`config.mk`:
```
export PLATFORM = sky130hd
export DESIGN_NAME = recip_div_unit
export DESIGN_NICKNAME = d
export VERILOG_FILES = /design/src/rtl/recip_div_unit.sv
export SDC_FILE = /design/constraint.sdc
export NUM_CORES = 1
export LEC_CHECK = 0
export CAP_MARGIN = 40
export CORE_ASPECT_RATIO = 1.75
export CORE_UTILIZATION = 40
export CTS_CLUSTER_DIAMETER = 60
export CTS_CLUSTER_SIZE = 8
export DETAILED_ROUTE_END_ITERATION = 12
export PLACE_DENSITY = 0.64
export SLEW_MARGIN = 40
export SYNTH_ARGS = -nofsm -noshare
export SYNTH_HDL_FRONTEND = slang
export SYNTH_SLANG_ARGS = --single-unit
```
`constraint.sdc`:
```
create_clock -name Clk -period 4.25 [get_ports Clk]
set_input_delay 0.85 -clock Clk [delete_from_list [all_inputs] [get_ports Clk]]
set_output_delay 0.85 -clock Clk [all_outputs]
set_load 0.05 [all_outputs]
```
`src/rtl/recip_div_unit.sv`:
```
// Restoring-division reciprocal engine: Quotient = floor(2^(W-1)/Divisor), one bit per clock.
// Build option RECIP_ROUND_EN adds a rounding step for half-LSB upward rounding.
module recip_div_unit #(
  parameter int W     = 16,
  parameter int CNT_W = 5
) (
  input  logic         Clk,
  input  logic         Reset,
  input  logic         Start,
  input  logic [W-1:0] Divisor,
  output logic         Busy,
  output logic         Done,
  output logic [W-1:0] Quotient,
  output logic         DivByZero
);

  typedef enum logic [1:0] {
    S_IDLE = 2'd0,
    S_RUN  = 2'd1,
    S_RND  = 2'd2,
    S_DONE = 2'd3
  } state_t;

  state_t           state;
  logic             start_q;
  logic [W-1:0]     dreg;
  logic [W:0]       rem;
  logic [CNT_W-1:0] cnt;
  logic [W-1:0]     q;
  logic             dz;

  logic             accept;
  logic             div_bit;
  logic [W:0]       t;
  logic [W:0]       dext;
  logic             ge;
  logic [W:0]       rem_nxt;
  logic [W-1:0]     q_nxt;

  assign accept  = Start & ~start_q & (state == S_IDLE);
  assign div_bit = (cnt == CNT_W'(W-1));
  assign dext    = {1'b0, dreg};
  assign t       = {rem[W-1:0], div_bit};

  // rem[W] set would mean {rem,bit} exceeds any W-bit divisor
  always_comb begin
    ge      = rem[W] | (t >= dext);
    rem_nxt = t;
    q_nxt   = q;
    if (ge) begin
      rem_nxt = t - dext;
      q_nxt   = q | (W'(1) << cnt);
    end
  end

`ifdef RECIP_ROUND_EN
  logic guard;
  assign guard = rem[W] | ({rem[W-1:0], 1'b0} >= dext);
`endif

  always_ff @(posedge Clk or negedge Reset) begin
    if (!Reset) begin
      state     <= S_IDLE;
      start_q   <= 1'b0;
      dreg      <= '0;
      rem       <= '0;
      cnt       <= '0;
      q         <= '0;
      dz        <= 1'b0;
      Busy      <= 1'b0;
      Done      <= 1'b0;
      Quotient  <= '0;
      DivByZero <= 1'b0;
    end else begin
      start_q <= Start;
      Done    <= 1'b0;
      unique case (state)
        S_IDLE: begin
          if (accept) begin
            dreg <= Divisor;
            rem  <= '0;
            cnt  <= CNT_W'(W-1);
            if (Divisor == '0) begin
              q     <= '1;
              dz    <= 1'b1;
              state <= S_DONE;
            end else begin
              q     <= '0;
              dz    <= 1'b0;
              Busy  <= 1'b1;
              state <= S_RUN;
            end
          end
        end
        S_RUN: begin
          rem <= rem_nxt;
          q   <= q_nxt;
          if (cnt == '0) begin
`ifdef RECIP_ROUND_EN
            state <= S_RND;
`else
            Busy  <= 1'b0;
            state <= S_DONE;
`endif
          end else begin
            cnt <= cnt - 1'b1;
          end
        end
`ifdef RECIP_ROUND_EN
        S_RND: begin
          q     <= q + W'(guard);
          Busy  <= 1'b0;
          state <= S_DONE;
        end
`endif
        S_DONE: begin
          Quotient  <= q;
          DivByZero <= dz;
          Done      <= 1'b1;
          state     <= S_IDLE;
        end
        default: state <= S_IDLE;
      endcase
    end
  end

endmodule

```
==> results of run 1 <==
## sequential cells by signal (all words and copies together) (netlist names), 2 cells and up
register and flops:
q 16, Quotient 16, rem 17, dreg 16, cnt 5, state 2
## through the flow
step / utilization (%) / instance area, um2
after floorplan: - / 4479
after global placement: 45.51 / 4926
after detailed placement: 45.57 / 4932
after CTS: 48.35 / 5233
after global routing: 48.37 / 5235
final: 48.37 / 5235
## critical path: cells and delay by family, from the launching register on
kind | cells | cell delay, ns
flops | 1 | 0.42
simple gates | 4 | 0.81
xor+xnor | 1 | 0.18
compound gates | 3 | 1.06
fa+ha+maj | 2 | 0.61
## worst paths after layout
| kind | endpoint | slack (ns) | cells past startpoint |
|---|---|---|---|
| max | rem[12] | 1.09 | 10 |
| min | dz | 0.48 | 2 |
| max reg2reg | rem[12] | 1.09 | 10 |
| min reg2reg | dz | 0.48 | 2 |
| max in group asynchronous | q[12] | 3.23 | 1 |
| min in group asynchronous | dreg[15] | 0.52 | 1 |
## placed cells by master (no fill, tap or decap), drive strengths merged, types with 17 or more instances in the layout
master / count
dfrtp: 77
o21ai: 49
nand2: 48
clkdlybuf4s50: 36
nor2: 30
inv: 24
a21oi: 24
a211oi: 22
ha: 21
mux2: 17
## kinds of logic (layout without fill, tap and decap cells)
logic type	count (synthesis)	after routing	synth area share (%)
and+or+nand+nor	138	138	15.14
buffers and inverters	54	81	4.888
adders and majority gates	22	22	6.313
xor gates and xnor gates	11	11	2.151
AOI/OAI and AO/OA	157	157	24.22
muxes	17	17	4.274
DFF	77	77	43.02
## cell usage after synthesis, drive strengths merged (6+ instances only)
cell     n  area share [%]
nor2    30             2.7
nand2b   7            0.98
mux2    17             4.3
a221oi  14             2.7
xnor2    6             1.2
inv     24             2.1
clkbuf  20             1.7
dfrtp   77              43
nor3     9             1.1
nand2   48             4.0
ha      21             5.9
o21ai   49             5.5
a211oi  22             3.7
o31ai    6             1.1
nand4    6            0.84
a21oi   24             2.8
buf     10             1.1
and3    12             1.7
## per-layer routing
layer / up-vias / part of all wire [%] / GRT usage (%)
li1: 1815 / - / -
met5: - / 0 / 0
met3: 37 / 3.1 / 3.718
met4: 0 / 5.2 / 14.04
met1: 1881 / 38 / 24.28
met2: 97 / 53 / 37.58
## layout make-up
class	instances	area [um2]	share of cell area (%)
tap	130	162.7	3.107
clock inverter	4	47.55	0.9082
timing repair buffer	42	409.1	7.815
clock buffer	11	252.7	4.828
inverter	24	92.59	1.769
multi-input combinational	345	2344	44.77
sequential	77	1927	36.81
==> qor.csv, run 1 <==
metric,value,unit
Syn Area/Cell,9.410,um2
TritonCTS clock tree,done,
Synth Register Bits,77,
RSZ-0062 raised after global routing,false,
gpl congestion,0.8558,
max cap viols,0,
Setup WS pre-CTS,1.028,ns
Vias/cell,6.051,
CTS buffer count,9,
Crit. End Element,register,
Post-synth EDFFs,0,
buffers added on ports,37,
min Tclk post-route,3.164,ns
setup ws final,1.086,ns
initial core utilization,41.39,%
Post-DP HPWL,8181,um
worst hold path type,reg2reg,
Std-Cell Rows,50,
synth warn,0,
Area Overhead vs Synth,16.87,%
die area,11640,um2
Num Clock Sinks,77,
first-pass GRT wire length,19060,um
final worst path period share,74.46,%
drt first-iter violations,249,
"Max stage delay cell, worst path",a211oi_1,
count of final hold-check violations,0,
post_cts resized,0,
Cell variety after synth,61,
Critical Path Max Stage Delay,0.65,ns
CP Class,reg2reg,
largest net degree at the start of global routing,78,
H-tree level count,3,
slew margin rel.,50.68,%
mapped cell area,4479,um2
drt drc,0,
Hold Startpoint,dz,
Die Height,142.0,um
clk buf depth,2,
wire length per cell,18.29,um
Setup Buffers After CTS,0,
chip width,82.00,um
CP Max Fanout,5,
Hold WS,0.4773,ns
hold buffer count at CTS,0,
Most used DFF post-synth,dfrtp_1,
share of layout cells above drive strength 1,10.14,%
CTS Root Buffer Type,clkbuf_16,
total grt overflow,0,
startpoint class of the critical path,register,
vias,3830,
antenna violations before repair,0,
"Cell Count, Final, Fillers Out",633,
final setup TNS,0,ns
status,"complete, no violations",
nets,540,
worst reg2reg path startpoint,cnt[4],
critical path cell sequence,and3b_1 -> nand2_1 -> ha_1 -> fa_1 -> nor2b_1 -> o2111ai_1 -> a211oi_1 -> nor2_1 -> xor2_1 -> o31ai_1,
Post-Syn Instances,476,
vias in the first global route,3841,
GRT Total Usage,21.95,%
CP Data Arrival Time,3.41,ns
Final setup viols,0,
# IOs,38,
"Seq/Total Area, Yosys",43.02,%
Async SR Flop Fraction,100.0,%
total core area,10820,um2
Max Fclk,316.0,MHz
FILL cells,1021,
final wirelength,11580,um
dpl cells,618,
Inserted Diodes,0,
syn nets,517,
TritonRoute pass-1 iters,4,
Worst EP required,4.50,ns
number of nets with antenna violations after routing,0,
Slew Limit Fails,0,
Clock Latency Late Sink,0.34,ns
CP Launch Point,cnt[4],
Worst Tran Pin Value,0.7354,ns
skew final,0.006417,ns
Clock Pin Slew Worst Setup and Hold Paths,0.06,ns
Power of run 1 is not shown: default switching activity piles up to over one toggle a cycle in this logic, so the estimate is an artifact.
==> inputs of run 2 (changes only) <==
==> constraint.sdc (replaced) <==
create_clock -name Clk -period 3.1 [get_ports Clk]
set_input_delay 0.62 -clock Clk [delete_from_list [all_inputs] [get_ports Clk]]
set_output_delay 0.62 -clock Clk [all_outputs]
set_load 0.05 [all_outputs]
==> qor.csv, run 2 (synthesized netlist as in run 1, its figures left out) <==
metric,value,unit,change
"Buf+Inv Stages, Crit Path",1,,+1
Inserted Diodes,0,,unchanged
TritonRoute pass-1 iters,4,,unchanged
startpoint class of the critical path,register,,
RSZ-0062 raised after global routing,false,,
Worst Tran Pin Value,0.7178,ns,-0.01766 ns
Crit. End Element,register,,
wire length per cell,18.50,um,+1.2%
most frequent cells in the layout,"77 x dfrtp_1, 49 x o21ai_0, 47 x nand2_1, 36 x clkdlybuf4s50_1, 29 x nor2_1",,
Area Overhead vs Synth,17.96,%,
skew final,0.007252,ns,+0.0008351 ns
Max Fclk,334.9,MHz,+6.0%
hold buffer count at CTS,0,,unchanged
critical path cell sequence,and3b_1 -> nand2_1 -> ha_1 -> fa_1 -> nor2b_1 -> o2111ai_2 -> a211oi_1 -> buf_4 -> nor2_1 -> xor2_1 -> o31ai_1,,
total core area,10820,um2,unchanged
share of layout cells above drive strength 1,11.72,%,+1.6 points
CTS Root Buffer Type,clkbuf_16,,
nets,548,,+1.5%
Vias/cell,5.958,,-1.5%
final setup TNS,0,ns,unchanged
die area,11640,um2,unchanged
min Tclk post-route,2.986,ns,-0.1788 ns
CTS buffer count,9,,unchanged
met1 WL,4694,um,+5.9%
vias,3825,,-0.13%
chip width,82.00,um,unchanged
max cap viols,0,,unchanged
final wirelength,11880,um,+2.6%
status,"complete, no violations",,
"Most flops, register",rem,,
max reg flops,17,,unchanged
CP Data Arrival Time,3.23,ns,-0.18 ns
drt drc,0,,unchanged
Worst EP required,3.34,ns,-1.16 ns
CP Max Fanout,5,,unchanged
Die Height,142.0,um,unchanged
Post-DP HPWL,8332,um,+1.8%
H-tree level count,3,,unchanged
first-pass GRT wire length,18800,um,-1.4%
largest net degree at the start of global routing,78,,unchanged
GRT Total Usage,21.98,%,+0.035 points
Clock Latency Late Sink,0.35,ns,about the same
Clock Pin Slew Worst Setup and Hold Paths,0.06,ns,about the same
CP Class,reg2reg,,
TritonCTS clock tree,done,,
DR WL met2,6314,um,+2.1%
Final setup viols,0,,unchanged
WL met3,371,um,+2.5%
buffers added on ports,37,,unchanged
initial core utilization,41.39,%,unchanged
final worst path period share,96.31,%,+22 points
Std-Cell Rows,50,,unchanged
highest metal used,met4,,
worst hold path type,in2async,,
Num Clock Sinks,77,,unchanged
drt first-iter violations,161,,-35%
vias in the first global route,3782,,-1.5%
gpl congestion,0.8359,,-2.3%
# IOs,38,,unchanged
number of nets with antenna violations after routing,0,,unchanged
Critical Path Max Stage Delay,0.43,ns,-0.22 ns
"most common cell after layout, fill and taps aside",dfrtp_1,,
total grt overflow,0,,unchanged
antenna violations before repair,0,,unchanged
Top delay family on crit path,simple AND/OR/NAND/NOR gates,,
count of final hold-check violations,0,,unchanged
Slew Limit Fails,0,,unchanged
"Max stage delay cell, worst path",dfrtp_1,,
Setup Buffers After CTS,0,,unchanged
slew margin rel.,52.15,%,+1.5 points
clk buf depth,2,,unchanged
-- run 2: cell type report --
class,count,area (um2)
clock buffers,10,229.0
clock inverters,6,40.04
fillers,1022,5539
inverters,24,92.59
multi-input cells,345,2351
flip-flops and latches,77,1927
well taps,130,162.7
repair buffers,50,481.7
-- run 2: what timing repair did --
item | in CTS | in global routing
gates resized for setup | 0 | 3
hold endpoints to repair | 0 | 0
setup endpoints to repair | 0 | 4
-- run 2: path summary, 6_finish.rpt --
path	cells after the start	start	to	slack (ns)
min in group Clk	2	dz	dz	0.50
max reg2reg	11	cnt[4]	rem[12]	0.11
max	11	cnt[4]	rem[12]	0.11
min	1	Reset	dreg[10]	0.28
max in group asynchronous	1	Reset	rem[15]	2.29
min reg2reg	2	dz	dz	0.50
-- run 2: stage by stage --
stage	cells	instance area, um2	worst slack (ns)	util, %	hold WS [ns]
floorplan	476	4479	0.4629	-	0.3244
detailed placement	626	5002	0.1731	46.22	0.4959
finish	642	5284	0.1144	48.82	0.2838
global placement	626	4999	0.1224	46.18	0.4908
global route	642	5284	0.008950	48.82	0.3398
CTS	642	5271	0.1332	48.71	0.3349
-- run 2: worst register-to-register path: cells and delay by family, from the launching register on --
family | cells | cell delay, ns
buf+inv | 1 | 0.17
simple gates | 4 | 0.77
flops | 1 | 0.43
compound gates | 3 | 0.74
fa+ha+maj | 2 | 0.62
xor+xnor | 1 | 0.16
-- run 2: layer usage --
metal,track usage (%),vias to the layer above
li1,-,1834
met1,23.44,1891
met2,38.97,74
met4,11.63,0
met3,4.808,26
met5,0,-
Power of run 2 is left out for the same reason.
